**src/rtl/vga_checkboard_cursor_gen_pkg.sv**
```systemverilog
// Shared colour definitions and encodings for the checkerboard/cursor generator.
// Colours are 3-bit {R,G,B}; the select code picks which colour the pixel mux emits.
package vga_checkboard_cursor_gen_pkg;

  localparam int COLOR_WIDTH = 3;

  localparam logic [COLOR_WIDTH-1:0] COLOR_BLACK = 3'b000;
  localparam logic [COLOR_WIDTH-1:0] COLOR_WHITE = 3'b111;
  localparam logic [COLOR_WIDTH-1:0] COLOR_RED   = 3'b100;

  typedef enum logic [1:0] {
    SEL_A    = 2'b00,
    SEL_B    = 2'b01,
    SEL_MARK = 2'b10,
    SEL_BG   = 2'b11
  } colorSel_e;

  typedef enum logic {
    PHASE_VISIBLE = 1'b0,
    PHASE_HIDDEN  = 1'b1
  } blinkPhase_e;

endpackage

```
**src/rtl/vga_checkboard_cursor_gen_if.sv**
```systemverilog
// Bundle of move buttons, video timing inputs and the cursor/colour outputs.
// The master side is the surrounding system; the slave side is the generator.
interface vga_checkboard_cursor_gen_if
  import vga_checkboard_cursor_gen_pkg::*;
#(
  parameter int X_WIDTH   = 8,
  parameter int Y_WIDTH   = 8,
  parameter int POS_WIDTH = 3
);

  logic                   iMoveUp;
  logic                   iMoveDown;
  logic                   iMoveLeft;
  logic                   iMoveRight;
  logic                   iBlinkEnable;
  logic [X_WIDTH-1:0]     iVideoCol;
  logic [Y_WIDTH-1:0]     iVideoRow;
  logic                   iDisplay;
  logic [POS_WIDTH-1:0]   oMarkedBlockPosX;
  logic [POS_WIDTH-1:0]   oMarkedBlockPosY;
  logic [COLOR_WIDTH-1:0] oVGAColor;

  modport master (
    output iMoveUp, iMoveDown, iMoveLeft, iMoveRight, iBlinkEnable,
    output iVideoCol, iVideoRow, iDisplay,
    input  oMarkedBlockPosX, oMarkedBlockPosY, oVGAColor
  );

  modport slave (
    input  iMoveUp, iMoveDown, iMoveLeft, iMoveRight, iBlinkEnable,
    input  iVideoCol, iVideoRow, iDisplay,
    output oMarkedBlockPosX, oMarkedBlockPosY, oVGAColor
  );

endinterface

```
**src/rtl/vga_cursor_ctrl.sv**
```systemverilog
// Cursor position and blink control: button edge detection, wrap-around
// cursor registers and the blink half-period counter/phase.
module vga_cursor_ctrl
  import vga_checkboard_cursor_gen_pkg::*;
#(
  parameter int BLOCKS_X          = 4,
  parameter int BLOCKS_Y          = 4,
  parameter int POS_WIDTH         = 3,
  parameter int BLINK_HALF_PERIOD = 25000000
) (
  input  logic                 Clock,
  input  logic                 Reset,
  input  logic                 moveUp,
  input  logic                 moveDown,
  input  logic                 moveLeft,
  input  logic                 moveRight,
  input  logic                 blinkEnable,
  output logic [POS_WIDTH-1:0] posX,
  output logic [POS_WIDTH-1:0] posY,
  output logic                 blinkVisible
);

  localparam int CNT_WIDTH = (BLINK_HALF_PERIOD > 2) ? $clog2(BLINK_HALF_PERIOD) : 1;
  localparam logic [CNT_WIDTH-1:0] CNT_LAST = CNT_WIDTH'(BLINK_HALF_PERIOD - 1);
  localparam logic [POS_WIDTH-1:0] X_LAST   = POS_WIDTH'(BLOCKS_X - 1);
  localparam logic [POS_WIDTH-1:0] Y_LAST   = POS_WIDTH'(BLOCKS_Y - 1);

  logic [3:0]           moveNow;
  logic [3:0]           moveHist;
  logic [3:0]           movePulse;
  logic [POS_WIDTH-1:0] nextX;
  logic [POS_WIDTH-1:0] nextY;
  logic [CNT_WIDTH-1:0] blinkCount;
  logic [CNT_WIDTH-1:0] nextCount;
  blinkPhase_e          phase;
  blinkPhase_e          nextPhase;

  // Bit order {up, down, left, right}; history starts at 0 so a button held
  // through reset still yields exactly one move afterwards.
  assign moveNow   = {moveUp, moveDown, moveLeft, moveRight};
  assign movePulse = moveNow & ~moveHist;

  always_ff @(posedge Clock) begin
    if (Reset) begin
      moveHist   <= '0;
      posX       <= '0;
      posY       <= '0;
      blinkCount <= '0;
      phase      <= PHASE_VISIBLE;
    end else begin
      moveHist   <= moveNow;
      posX       <= nextX;
      posY       <= nextY;
      blinkCount <= nextCount;
      phase      <= nextPhase;
    end
  end

  // Opposing pulses cancel; horizontal and vertical moves are independent.
  always_comb begin
    nextX = posX;
    nextY = posY;
    if (movePulse[0] && !movePulse[1])
      nextX = (posX == X_LAST) ? '0 : posX + 1'b1;
    else if (movePulse[1] && !movePulse[0])
      nextX = (posX == '0) ? X_LAST : posX - 1'b1;
    if (movePulse[2] && !movePulse[3])
      nextY = (posY == Y_LAST) ? '0 : posY + 1'b1;
    else if (movePulse[3] && !movePulse[2])
      nextY = (posY == '0) ? Y_LAST : posY - 1'b1;
  end

  always_comb begin
    nextCount = blinkCount;
    nextPhase = phase;
    if (!blinkEnable) begin
      nextCount = '0;
      nextPhase = PHASE_VISIBLE;
    end else if (blinkCount == CNT_LAST) begin
      nextCount = '0;
      nextPhase = (phase == PHASE_VISIBLE) ? PHASE_HIDDEN : PHASE_VISIBLE;
    end else begin
      nextCount = blinkCount + 1'b1;
    end
  end

  // Disabling blink shows the mark immediately rather than after the phase register catches up.
  assign blinkVisible = (phase == PHASE_VISIBLE) || !blinkEnable;

endmodule

```
**src/rtl/vga_checkboard_cursor_gen.sv**
```systemverilog
// Checkerboard pixel generator with a movable, optionally blinking marked block.
// Colour is registered: pixel inputs at cycle N appear on oVGAColor at N+1.
module vga_checkboard_cursor_gen
  import vga_checkboard_cursor_gen_pkg::*;
#(
  parameter int X_WIDTH           = 8,
  parameter int Y_WIDTH           = 8,
  parameter int BLOCK_SHIFT_X     = 6,
  parameter int BLOCK_SHIFT_Y     = 6,
  parameter int BLOCKS_X          = 4,
  parameter int BLOCKS_Y          = 4,
  parameter int POS_WIDTH         = 3,
  parameter int BLINK_HALF_PERIOD = 25000000,
  parameter logic [COLOR_WIDTH-1:0] COLOR_A    = COLOR_BLACK,
  parameter logic [COLOR_WIDTH-1:0] COLOR_B    = COLOR_WHITE,
  parameter logic [COLOR_WIDTH-1:0] COLOR_MARK = COLOR_RED,
  parameter logic [COLOR_WIDTH-1:0] COLOR_BG   = COLOR_BLACK
) (
  input logic                         Clock,
  input logic                         Reset,
  vga_checkboard_cursor_gen_if.slave  bus
);

  logic [POS_WIDTH-1:0]   posX;
  logic [POS_WIDTH-1:0]   posY;
  logic                   blinkVisible;
  logic [X_WIDTH-1:0]     bx;
  logic [Y_WIDTH-1:0]     by;
  logic                   outOfGrid;
  logic                   onCursor;
  colorSel_e              colorSel;
  logic [COLOR_WIDTH-1:0] pixelColor;

  vga_cursor_ctrl #(
    .BLOCKS_X          (BLOCKS_X),
    .BLOCKS_Y          (BLOCKS_Y),
    .POS_WIDTH         (POS_WIDTH),
    .BLINK_HALF_PERIOD (BLINK_HALF_PERIOD)
  ) cursorCtrl (
    .Clock        (Clock),
    .Reset        (Reset),
    .moveUp       (bus.iMoveUp),
    .moveDown     (bus.iMoveDown),
    .moveLeft     (bus.iMoveLeft),
    .moveRight    (bus.iMoveRight),
    .blinkEnable  (bus.iBlinkEnable),
    .posX         (posX),
    .posY         (posY),
    .blinkVisible (blinkVisible)
  );

  assign bus.oMarkedBlockPosX = posX;
  assign bus.oMarkedBlockPosY = posY;

  // Block indices keep full width so columns beyond the grid compare as out-of-range.
  assign bx        = bus.iVideoCol >> BLOCK_SHIFT_X;
  assign by        = bus.iVideoRow >> BLOCK_SHIFT_Y;
  assign outOfGrid = (32'(bx) >= BLOCKS_X) || (32'(by) >= BLOCKS_Y);
  assign onCursor  = (32'(bx) == 32'(posX)) && (32'(by) == 32'(posY));

  always_comb begin
    colorSel = SEL_BG;
    if (!bus.iDisplay || outOfGrid)
      colorSel = SEL_BG;
    else if (onCursor && blinkVisible)
      colorSel = SEL_MARK;
    else if (bx[0] ^ by[0])
      colorSel = SEL_B;
    else
      colorSel = SEL_A;
  end

  always_comb begin
    pixelColor = COLOR_BG;
    case (colorSel)
      SEL_A:    pixelColor = COLOR_A;
      SEL_B:    pixelColor = COLOR_B;
      SEL_MARK: pixelColor = COLOR_MARK;
      SEL_BG:   pixelColor = COLOR_BG;
      default:  pixelColor = COLOR_BG;
    endcase
  end

  always_ff @(posedge Clock) begin
    if (Reset)
      bus.oVGAColor <= COLOR_BG;
    else
      bus.oVGAColor <= pixelColor;
  end

endmodule

```
**src/flat_wrapper.sv**
```systemverilog
// flat-port wrapper written by rule: the top's interface ports become plain ports
module vga_checkboard_cursor_gen_flat import vga_checkboard_cursor_gen_pkg::*;
#(
  parameter int X_WIDTH           = 8,
  parameter int Y_WIDTH           = 8,
  parameter int BLOCK_SHIFT_X     = 6,
  parameter int BLOCK_SHIFT_Y     = 6,
  parameter int BLOCKS_X          = 4,
  parameter int BLOCKS_Y          = 4,
  parameter int POS_WIDTH         = 3,
  parameter int BLINK_HALF_PERIOD = 25000000,
  parameter logic [COLOR_WIDTH-1:0] COLOR_A    = COLOR_BLACK,
  parameter logic [COLOR_WIDTH-1:0] COLOR_B    = COLOR_WHITE,
  parameter logic [COLOR_WIDTH-1:0] COLOR_MARK = COLOR_RED,
  parameter logic [COLOR_WIDTH-1:0] COLOR_BG   = COLOR_BLACK
)
  (Clock, Reset, bus_iMoveUp, bus_iMoveDown, bus_iMoveLeft, bus_iMoveRight, bus_iBlinkEnable, bus_iVideoCol, bus_iVideoRow, bus_iDisplay, bus_oMarkedBlockPosX, bus_oMarkedBlockPosY, bus_oVGAColor);
  vga_checkboard_cursor_gen_if #(.X_WIDTH(X_WIDTH), .Y_WIDTH(Y_WIDTH), .POS_WIDTH(POS_WIDTH)) bus_i ();
  input logic Clock;
  input logic Reset;
  input wire logic [$bits(bus_i.iMoveUp)-1:0] bus_iMoveUp;
  input wire logic [$bits(bus_i.iMoveDown)-1:0] bus_iMoveDown;
  input wire logic [$bits(bus_i.iMoveLeft)-1:0] bus_iMoveLeft;
  input wire logic [$bits(bus_i.iMoveRight)-1:0] bus_iMoveRight;
  input wire logic [$bits(bus_i.iBlinkEnable)-1:0] bus_iBlinkEnable;
  input wire logic [$bits(bus_i.iVideoCol)-1:0] bus_iVideoCol;
  input wire logic [$bits(bus_i.iVideoRow)-1:0] bus_iVideoRow;
  input wire logic [$bits(bus_i.iDisplay)-1:0] bus_iDisplay;
  output wire logic [$bits(bus_i.oMarkedBlockPosX)-1:0] bus_oMarkedBlockPosX;
  output wire logic [$bits(bus_i.oMarkedBlockPosY)-1:0] bus_oMarkedBlockPosY;
  output wire logic [$bits(bus_i.oVGAColor)-1:0] bus_oVGAColor;
  assign bus_i.iMoveUp = bus_iMoveUp;
  assign bus_i.iMoveDown = bus_iMoveDown;
  assign bus_i.iMoveLeft = bus_iMoveLeft;
  assign bus_i.iMoveRight = bus_iMoveRight;
  assign bus_i.iBlinkEnable = bus_iBlinkEnable;
  assign bus_i.iVideoCol = bus_iVideoCol;
  assign bus_i.iVideoRow = bus_iVideoRow;
  assign bus_i.iDisplay = bus_iDisplay;
  assign bus_oMarkedBlockPosX = bus_i.oMarkedBlockPosX;
  assign bus_oMarkedBlockPosY = bus_i.oMarkedBlockPosY;
  assign bus_oVGAColor = bus_i.oVGAColor;
  vga_checkboard_cursor_gen #(.X_WIDTH(X_WIDTH), .Y_WIDTH(Y_WIDTH), .BLOCK_SHIFT_X(BLOCK_SHIFT_X), .BLOCK_SHIFT_Y(BLOCK_SHIFT_Y), .BLOCKS_X(BLOCKS_X), .BLOCKS_Y(BLOCKS_Y), .POS_WIDTH(POS_WIDTH), .BLINK_HALF_PERIOD(BLINK_HALF_PERIOD), .COLOR_A(COLOR_A), .COLOR_B(COLOR_B), .COLOR_MARK(COLOR_MARK), .COLOR_BG(COLOR_BG)) u_core (.Clock(Clock), .Reset(Reset), .bus(bus_i));
endmodule
```
**config.mk**
```make
export PLATFORM = sky130hd
export DESIGN_NAME = vga_checkboard_cursor_gen_flat
export DESIGN_NICKNAME = d
export VERILOG_FILES = /design/src/rtl/vga_checkboard_cursor_gen_pkg.sv /design/src/rtl/vga_checkboard_cursor_gen_if.sv /design/src/rtl/vga_cursor_ctrl.sv /design/src/rtl/vga_checkboard_cursor_gen.sv /design/src/flat_wrapper.sv
export SDC_FILE = /design/constraint.sdc
export NUM_CORES = 1
export LEC_CHECK = 0
export ABC_AREA = 1
export CAP_MARGIN = 0
export CORE_UTILIZATION = 40
export CTS_BUF_LIST = sky130_fd_sc_hd__clkbuf_16
export CTS_CLUSTER_SIZE = 25
export DETAILED_ROUTE_END_ITERATION = 8
export HOLD_SLACK_MARGIN = 0.12
export SLEW_MARGIN = 20
export SYNTH_ARGS = -nofsm -noshare
export SYNTH_HDL_FRONTEND = slang
export SYNTH_SLANG_ARGS = --single-unit
```
**constraint.sdc**
```tcl
create_clock -name Clock -period 3.01 [get_ports Clock]
set_input_delay 0.4515 -clock Clock [delete_from_list [all_inputs] [get_ports Clock]]
set_output_delay 0.4515 -clock Clock [all_outputs]
set_load 0.02 [all_outputs]
```
==> impl_results.md, run 1 <==
- Via Count: ~1800
- Worst-path maximum fanout: 7
- Worst slew margin: roughly two thirds
- CP max stage delay: 0.64 ns
- Finished Cell Area: about 0.0026 sq mm
- Core area: around 0.005 sq mm
- Reg-to-Reg Start: u_core.cursorCtrl.posY[0]$_SDFFE_PP0P_
- Cells after Synth: about 310
- Critical path class: flop to primary output
- Maximum number of pins on one net before global-route repair: 26
- Outcome: finished, final reports clean
- Asr flop ratio synth: 0%
- Number of synthesized flops with an enable pin: 0
- Total global routing overflow: 0
- Unrepaired setup endpoints after global routing: no
- Max-cap violation count: 0
- Final #Nets: ~370
- Endpoint class of the critical path: primary output
- Buf/Inv on CP: 1
- Setup ws final: ~1.2 ns
- Clock slew seen by the registers of the worst setup and hold paths: 0.06 ns
- Vert. Die Dim: between 70 and 80 um
- Routability congestion estimate: 0.801
- Area growth from synthesis to layout: 19.1%
- First-pass iteration count of the detailed router: 4
- Vias per cell: ~4.5
- Antenna diode count: 0
- Slew at the pin closest to its max-slew limit: ~0.49 ns
- Synthesized area per cell: ~7 sq um
- Yosys warning total: 0
- Number of global-route vias before repair: between 1500 and 2000
- Endpoint arrival time on the critical path: roughly 1.4 ns
- Total number of clock tree sinks: 38
- Worst min path class: flop to flop
- Clock Path Buffers: 2
- Distinct cell type count of the synthesized netlist: 29
- Commonest non-fill, non-tap cells in the layout: 74 x sky130_fd_sc_hd__nand2_1, 49 x sky130_fd_sc_hd__nor2_1, 43 x sky130_fd_sc_hd__inv_1
- Number of setup violations in the final report: 0
- CTS Buf Count: 5
- Fraction of layout instances using a drive strength above 1: roughly a tenth
- Fin crit share: 60.0%
- Most common cell after layout, fill and taps aside: sky130_fd_sc_hd__nand2_1
- Leak: slightly below 0.001 uW
- CP top delay family: buffers and inverters
- CP Cell Sequence: clkdlybuf4s50_1
- Register Area: 761 sq um
- Highest-delay cell along the critical path: sky130_fd_sc_hd__clkdlybuf4s50_1
- Total power: 1320 uW
- Multi-input logic area: ~0.0012 sq mm
- Initial DRC Count: 64
- R2R setup slack: roughly 1.5 ns
- CP Data Required Time: 2.56 ns
- Net Count, Synth: about 350
- Sequential-to-total area share from yosys stat: between 30% and 40%
- Setup skew after layout: 0.00715 ns
- DRC violations left: 0
- Worst setup path startpoint: u_core.cursorCtrl.posX[2]$_SDFFE_PP0P_
- Register bit total from synthesis: 38
- H-tree depth reported by CTS: 2
- GRT Total Usage: between 10% and 20%
- Top-level port count: 33
- Total length of routed wires: about 4.0 mm
- Count of port buffers added during placement: 20
- Global-route wire length before repair: approximately 7.0 mm
- Count of filler cells inserted in the layout: 556
- End of the worst register-to-register path: u_core.bus.oVGAColor[2]$_SDFF_PP0_
- Latest clock arrival within the worst-skew pair: about 0.28 ns
- Resize count post-CTS: 0
- Final TNS setup: 0 ns
- Total Die Area: 0.00567 sq mm
- Worst-case setup slack after placement: approximately 0.97 ns
- Time the worst path needs with I/O delays and setup: 1.80 ns
- Horizontal die dimension: around 75 um
- Critical Path Sink: bus_oMarkedBlockPosX[2]
- Starting density of the core: 41.8%
- Fmax: roughly 550 MHz
- Residual antenna-violating net count after detailed routing: 0
- Worst VDD drop: around 0.30 mV
- Post-placement cell area: 0.00239 sq mm
- Final max-slew violation count: 0
- FP Rows: 26
- R2R depth: 7
- Initial antenna violation count: 0
- Post-synthesis cell area: ~0.0022 sq mm
- Final Hold Viols: 0
- Power per cell area: 515 mW/mm^2
- Number of cells on the critical path: 1
- Post-CTS Hold Buffers: 0
- CP Launch Type: flop
- Dominant synthesized flop cell: sky130_fd_sc_hd__dfxtp_1
- Post-CTS Setup Inserts: 0
- Detailed placer's ending HPWL: roughly 3.1 mm
- Avg WL per Cell: 9.98 um
- Core Util, Final: 49.9%
- Buffer type at the clock tree root: sky130_fd_sc_hd__clkbuf_16
- TritonCTS clock tree: done
## synth_stat cells (3+ instances only)
cell type | instances | area (sq um)
sky130_fd_sc_hd__or2_2 | 4 | 25.0
sky130_fd_sc_hd__o21ai_0 | 11 | 55.1
sky130_fd_sc_hd__xor2_1 | 9 | 78.8
sky130_fd_sc_hd__nor2_2 | 12 | 75.1
sky130_fd_sc_hd__nor2_1 | 49 | 184
sky130_fd_sc_hd__inv_1 | 43 | 161
sky130_fd_sc_hd__nor2_4 | 4 | 45.0
sky130_fd_sc_hd__a21oi_1 | 19 | 95.1
sky130_fd_sc_hd__dfxtp_1 | 38 | 761
sky130_fd_sc_hd__xnor2_1 | 5 | 43.8
sky130_fd_sc_hd__ha_1 | 10 | 125
sky130_fd_sc_hd__nand2_1 | 74 | 278
sky130_fd_sc_hd__and2_1 | 3 | 18.8
sky130_fd_sc_hd__nand2_2 | 4 | 25.0
sky130_fd_sc_hd__nand3_1 | 12 | 60.1
## layout make-up
type                            instances  area share, %
Clock buffer                            5           4.88
Clock inverter                          3           1.76
Inverter                               44           6.45
Multi-Input combinational cell        225           46.0
Sequential cell                        38           29.7
Tap cell                               70           3.42
Timing Repair Buffer                   20           7.81
## stage by stage
stage                     hold slack [ns]  instances
after CTS                           0.466        405
final                               0.460        405
after detailed placement            0.450        397
after floorplan                     0.427        311
after global placement              0.445        397
after global routing                0.480        405
## layer usage
metal	track usage [%]	share of wire (%)
met1	21.9	52
met2	25.2	43
met3	3.97	3.6
met4	7.41	1.7
met5	0	0
## registers in the layout (all words and copies together), names as in the netlist
signal / flops
u_core.cursorCtrl.blinkCount: 25
u_core.cursorCtrl.moveHist: 4
u_core.cursorCtrl.posX: 3
u_core.cursorCtrl.posY: 3
u_core.bus.oVGAColor: 2
u_core.cursorCtrl.phase: 1
## report_power, final
part | switching, uW | internal (uW)
combinational | 95.1 | 84.6
sequential | 20.2 | 522
clock | 208 | 390
## worst min path at each step
stage,startpoint,endpoint,slack (ns),cells after the start
2_1_floorplan,u_core.cursorCtrl.blinkCount[0]$_SDFF_PP0_,u_core.cursorCtrl.blinkCount[0]$_SDFF_PP0_,0.43,1
3_3_place_gp,u_core.cursorCtrl.blinkCount[0]$_SDFF_PP0_,u_core.cursorCtrl.blinkCount[0]$_SDFF_PP0_,0.44,1
3_5_place_dp,u_core.cursorCtrl.blinkCount[0]$_SDFF_PP0_,u_core.cursorCtrl.blinkCount[0]$_SDFF_PP0_,0.45,1
4_1_cts,u_core.cursorCtrl.blinkCount[0]$_SDFF_PP0_,u_core.cursorCtrl.blinkCount[0]$_SDFF_PP0_,0.47,1
5_1_grt,u_core.cursorCtrl.blinkCount[24]$_SDFF_PP0_,u_core.cursorCtrl.blinkCount[24]$_SDFF_PP0_,0.48,2
6_report,u_core.cursorCtrl.blinkCount[0]$_SDFF_PP0_,u_core.cursorCtrl.blinkCount[0]$_SDFF_PP0_,0.46,1
## logic make-up after synthesis
group           after synthesis  synth area share (%)
simple gates                166                  34.7
buf+inv                      48                  9.83
fa+ha+maj                    10                  5.82
xor+xnor                     14                  5.70
flops                        38                  35.4
compound gates               35                  8.61
Note: power is estimated with default switching activity, not from simulation.
==> run 2, diff against run 1 <==
==> constraint.sdc (replaced) <==
create_clock -name Clock -period 1.49 [get_ports Clock]
set_input_delay 0.2235 -clock Clock [delete_from_list [all_inputs] [get_ports Clock]]
set_output_delay 0.2235 -clock Clock [all_outputs]
set_load 0.02 [all_outputs]
==> run 2 against run 1 <==
Effect of this change:
- wire length increased by 11%
- sequential power increased by 100%
- non-clock buffer count is 15 higher
- critical path depth is 7 higher
- core utilization grew 2.8 points
- via count grew 2.7%
- worst hold slack improved by 0.0054 ns
- combinational power grew 120%
- clock power grew 96%
- final cell count up 3.5%
- largest power group unchanged
==> impl_results.md, run 2 (same netlist as run 1, synthesis figures left out) <==
- Clock Path Buffers: 2 (unchanged)
- Vias per cell: 4.48 (was 4.51)
- Core Util, Final: 52.7% (was 49.9%)
- Number of flip-flops in the largest register: 25 (unchanged)
- Finished Cell Area: 0.00271 sq mm (was 0.00256 sq mm)
- Final Hold Viols: 0 (unchanged)
- TritonCTS clock tree: done (unchanged)
- Total number of clock tree sinks: 38 (unchanged)
- Time the worst path needs with I/O delays and setup: about 1.5 ns
- Fin crit share: 97.8%
- Worst min path class: flop to flop (unchanged)
- CP Launch Type: input pin (was flop)
- Reg-to-Reg Start: u_core.cursorCtrl.posY[0]$_SDFFE_PP0P_ (unchanged)
- Vert. Die Dim: 75.3 um (unchanged)
- Register Area: 762 sq um (was 761 sq um)
- Launch point of the worst hold path: u_core.cursorCtrl.blinkCount[24]$_SDFF_PP0_ (was u_core.cursorCtrl.blinkCount[0]$_SDFF_PP0_)
- Outcome: finished, final reports clean (unchanged)
- Total power: 2670 uW (was 1320 uW)
- Power per cell area: 985 mW/mm^2 (was 515 mW/mm^2)
- Count of filler cells inserted in the layout: 539 (was 556)
- Top-level port count: 33 (unchanged)
- Worst-path maximum fanout: 4 (was 7)
- Post-placement cell area: 0.00250 sq mm (was 0.00239 sq mm)
- Count of port buffers added during placement: 20 (unchanged)
- Initial antenna violation count: 0 (unchanged)
- Setup skew after layout: 0.00695 ns (was 0.00715 ns)
- Residual antenna-violating net count after detailed routing: 0 (unchanged)
- Endpoint class of the critical path: flop (was primary output)
- Detailed placer's ending HPWL: 3.39 mm (was 3.11 mm)
- H-tree depth reported by CTS: 2 (unchanged)
- Global-route wire length before repair: 7.53 mm (was 6.96 mm)
- Number of global-route vias before repair: 1767 (was 1606)
- Avg WL per Cell: 10.7 um (was 9.98 um)
- Total Die Area: 0.00567 sq mm (unchanged)
- Multi-input logic area: 0.00123 sq mm (was 0.00118 sq mm)
- Critical Path Sink: u_core.cursorCtrl.posY[2]$_SDFFE_PP0P_ (was bus_oMarkedBlockPosX[2])
- R2R depth: 7 (unchanged)
- Slew at the pin closest to its max-slew limit: 0.382 ns (was 0.490 ns)
- Core area: 0.00514 sq mm (unchanged)
- CTS Buf Count: 5 (unchanged)
- Antenna diode count: 0 (unchanged)
- FP Rows: 26 (unchanged)
- Area growth from synthesis to layout: 25.8% (was 19.1%)
- Most common cell after layout, fill and taps aside: sky130_fd_sc_hd__nand2_1 (unchanged)
- Clock slew seen by the registers of the worst setup and hold paths: 0.05 ns (was 0.06 ns)
- Total length of routed wires: 4.48 mm (was 4.04 mm)
- Via Count: 1877 (was 1828)
- Unrepaired setup endpoints after global routing: yes (was no)
- Critical path class: input pin to flop (was flop to primary output)
- End of the worst register-to-register path: u_core.bus.oVGAColor[2]$_SDFF_PP0_ (unchanged)
- Worst setup path startpoint: bus_iMoveUp (was u_core.cursorCtrl.posX[2]$_SDFFE_PP0P_)
- R2R setup slack: 0.10 ns (was 1.49 ns)
- GRT Total Usage: 17.7% (was 16.4%)
- Initial DRC Count: 95 (was 64)
- Worst VDD drop: 0.536 mV (was 0.296 mV)
- Final max-slew violation count: 0 (unchanged)
- Largest registers: u_core.cursorCtrl.blinkCount x25, u_core.cursorCtrl.moveHist x4 (unchanged)
- Number of setup violations in the final report: 0 (unchanged)
- Leak: 0.00107 uW (was 0.000966 uW)
- DRC violations left: 0 (unchanged)
- Max-cap violation count: 0 (unchanged)
- Post-CTS Setup Inserts: 0 (unchanged)
- Fmax: between 600 and 700 MHz
- Endpoint arrival time on the critical path: 1.67 ns (was 1.35 ns)
- Final #Nets: 383 (was 368)
- CP Data Required Time: 1.71 ns (was 2.56 ns)
- Buffer type at the clock tree root: sky130_fd_sc_hd__clkbuf_16 (unchanged)
- Horizontal die dimension: 75.3 um (unchanged)
- Latest clock arrival within the worst-skew pair: 0.28 ns (about the same)
- Starting density of the core: 41.8% (unchanged)
- Biggest register: u_core.cursorCtrl.blinkCount (unchanged)
- Maximum number of pins on one net before global-route repair: 26 (unchanged)
- Fraction of layout instances using a drive strength above 1: 16.3% (was 10.4%)
- Total global routing overflow: 0 (unchanged)
- First-pass iteration count of the detailed router: 4 (unchanged)
- Commonest non-fill, non-tap cells in the layout: 74 x sky130_fd_sc_hd__nand2_1, 49 x sky130_fd_sc_hd__nor2_1, 41 x sky130_fd_sc_hd__inv_1 (was 74 x sky130_fd_sc_hd__nand2_1, 49 x sky130_fd_sc_hd__nor2_1, 43 x sky130_fd_sc_hd__inv_1)
- Routability congestion estimate: 0.820 (was 0.801)
- Worst slew margin: 74.5% (was 67.2%)
## run 2: cell types whose count changed in the layout (fill, tap and decap cells not counted), sizes merged
cell           change
buf               +15
clkdlybuf4s50      -6
clkinv             +1
clkinvlp           -2
dlygate4sd2        +6
## run 2: per-stage QoR
step	hold slack [ns]	worst slack [ns]	setup TNS, ns	instances
2_1_floorplan	0.344	0.0229	0	311
3_3_place_gp	0.448	-0.290	-1.84	412
3_5_place_dp	0.457	-0.312	-1.98	412
4_1_cts	0.465	0.0126	0	419
5_1_grt	0.491	-0.00479	-0.00834	419
6_report	0.466	0.0330	0	419
## run 2: worst max-delay path: stages
cell and delay [ns]:
sky130_fd_sc_hd__clkdlybuf4s50_1 0.45, sky130_fd_sc_hd__inv_1 0.04, sky130_fd_sc_hd__or2_2 0.27, sky130_fd_sc_hd__ha_2 0.36, sky130_fd_sc_hd__inv_2 0.05, sky130_fd_sc_hd__o21ai_0 0.08
sky130_fd_sc_hd__nand2_1 0.07, sky130_fd_sc_hd__a21oi_1 0.13
## run 2: where the power goes
part / switching (uW) / internal, uW / total (uW)
clock: 395 / 774 / 1170
sequential: 42.2 / 1060 / 1100
combinational: 216 / 184 / 400
total: 654 / 2010 / 2670
## run 2: layout make-up
class                      instances  area share, %
clock buffer                       5           4.62
clock inverter                     2           1.25
inverter                          44           6.10
multi-input combinational        225           45.4
sequential                        38           28.2
tap                               70           3.24
timing repair buffer              35           11.3
## run 2: worst min-delay path by stage
| stage | end | slack [ns] | cells past startpoint |
|---|---|---|---|
| after floorplan | u_core.cursorCtrl.moveHist[1]$_SDFF_PP0_ | 0.34 | 2 |
| after global placement | u_core.cursorCtrl.blinkCount[24]$_SDFF_PP0_ | 0.45 | 2 |
| after detailed placement | u_core.cursorCtrl.blinkCount[24]$_SDFF_PP0_ | 0.46 | 2 |
| after CTS | u_core.cursorCtrl.blinkCount[24]$_SDFF_PP0_ | 0.46 | 2 |
| after global routing | u_core.cursorCtrl.blinkCount[24]$_SDFF_PP0_ | 0.49 | 2 |
| final | u_core.cursorCtrl.blinkCount[24]$_SDFF_PP0_ | 0.47 | 2 |
## run 2: timing repair
| item | 4_1_cts | 5_1_grt |
|---|---|---|
| setup endpoints to repair | 7 | 29 |
| gates resized for setup | 7 | 14 |
| pin swaps | 0 | 3 |
| hold buffers | 0 | 0 |
## run 2: layer usage
metal	vias up	wire, um	global-route usage, %
met2	24	2060	28.7
li1	1028	-	-
met1	821	2250	22.5
met5	-	0	0
met3	4	130	5.03
met4	0	34	6.38
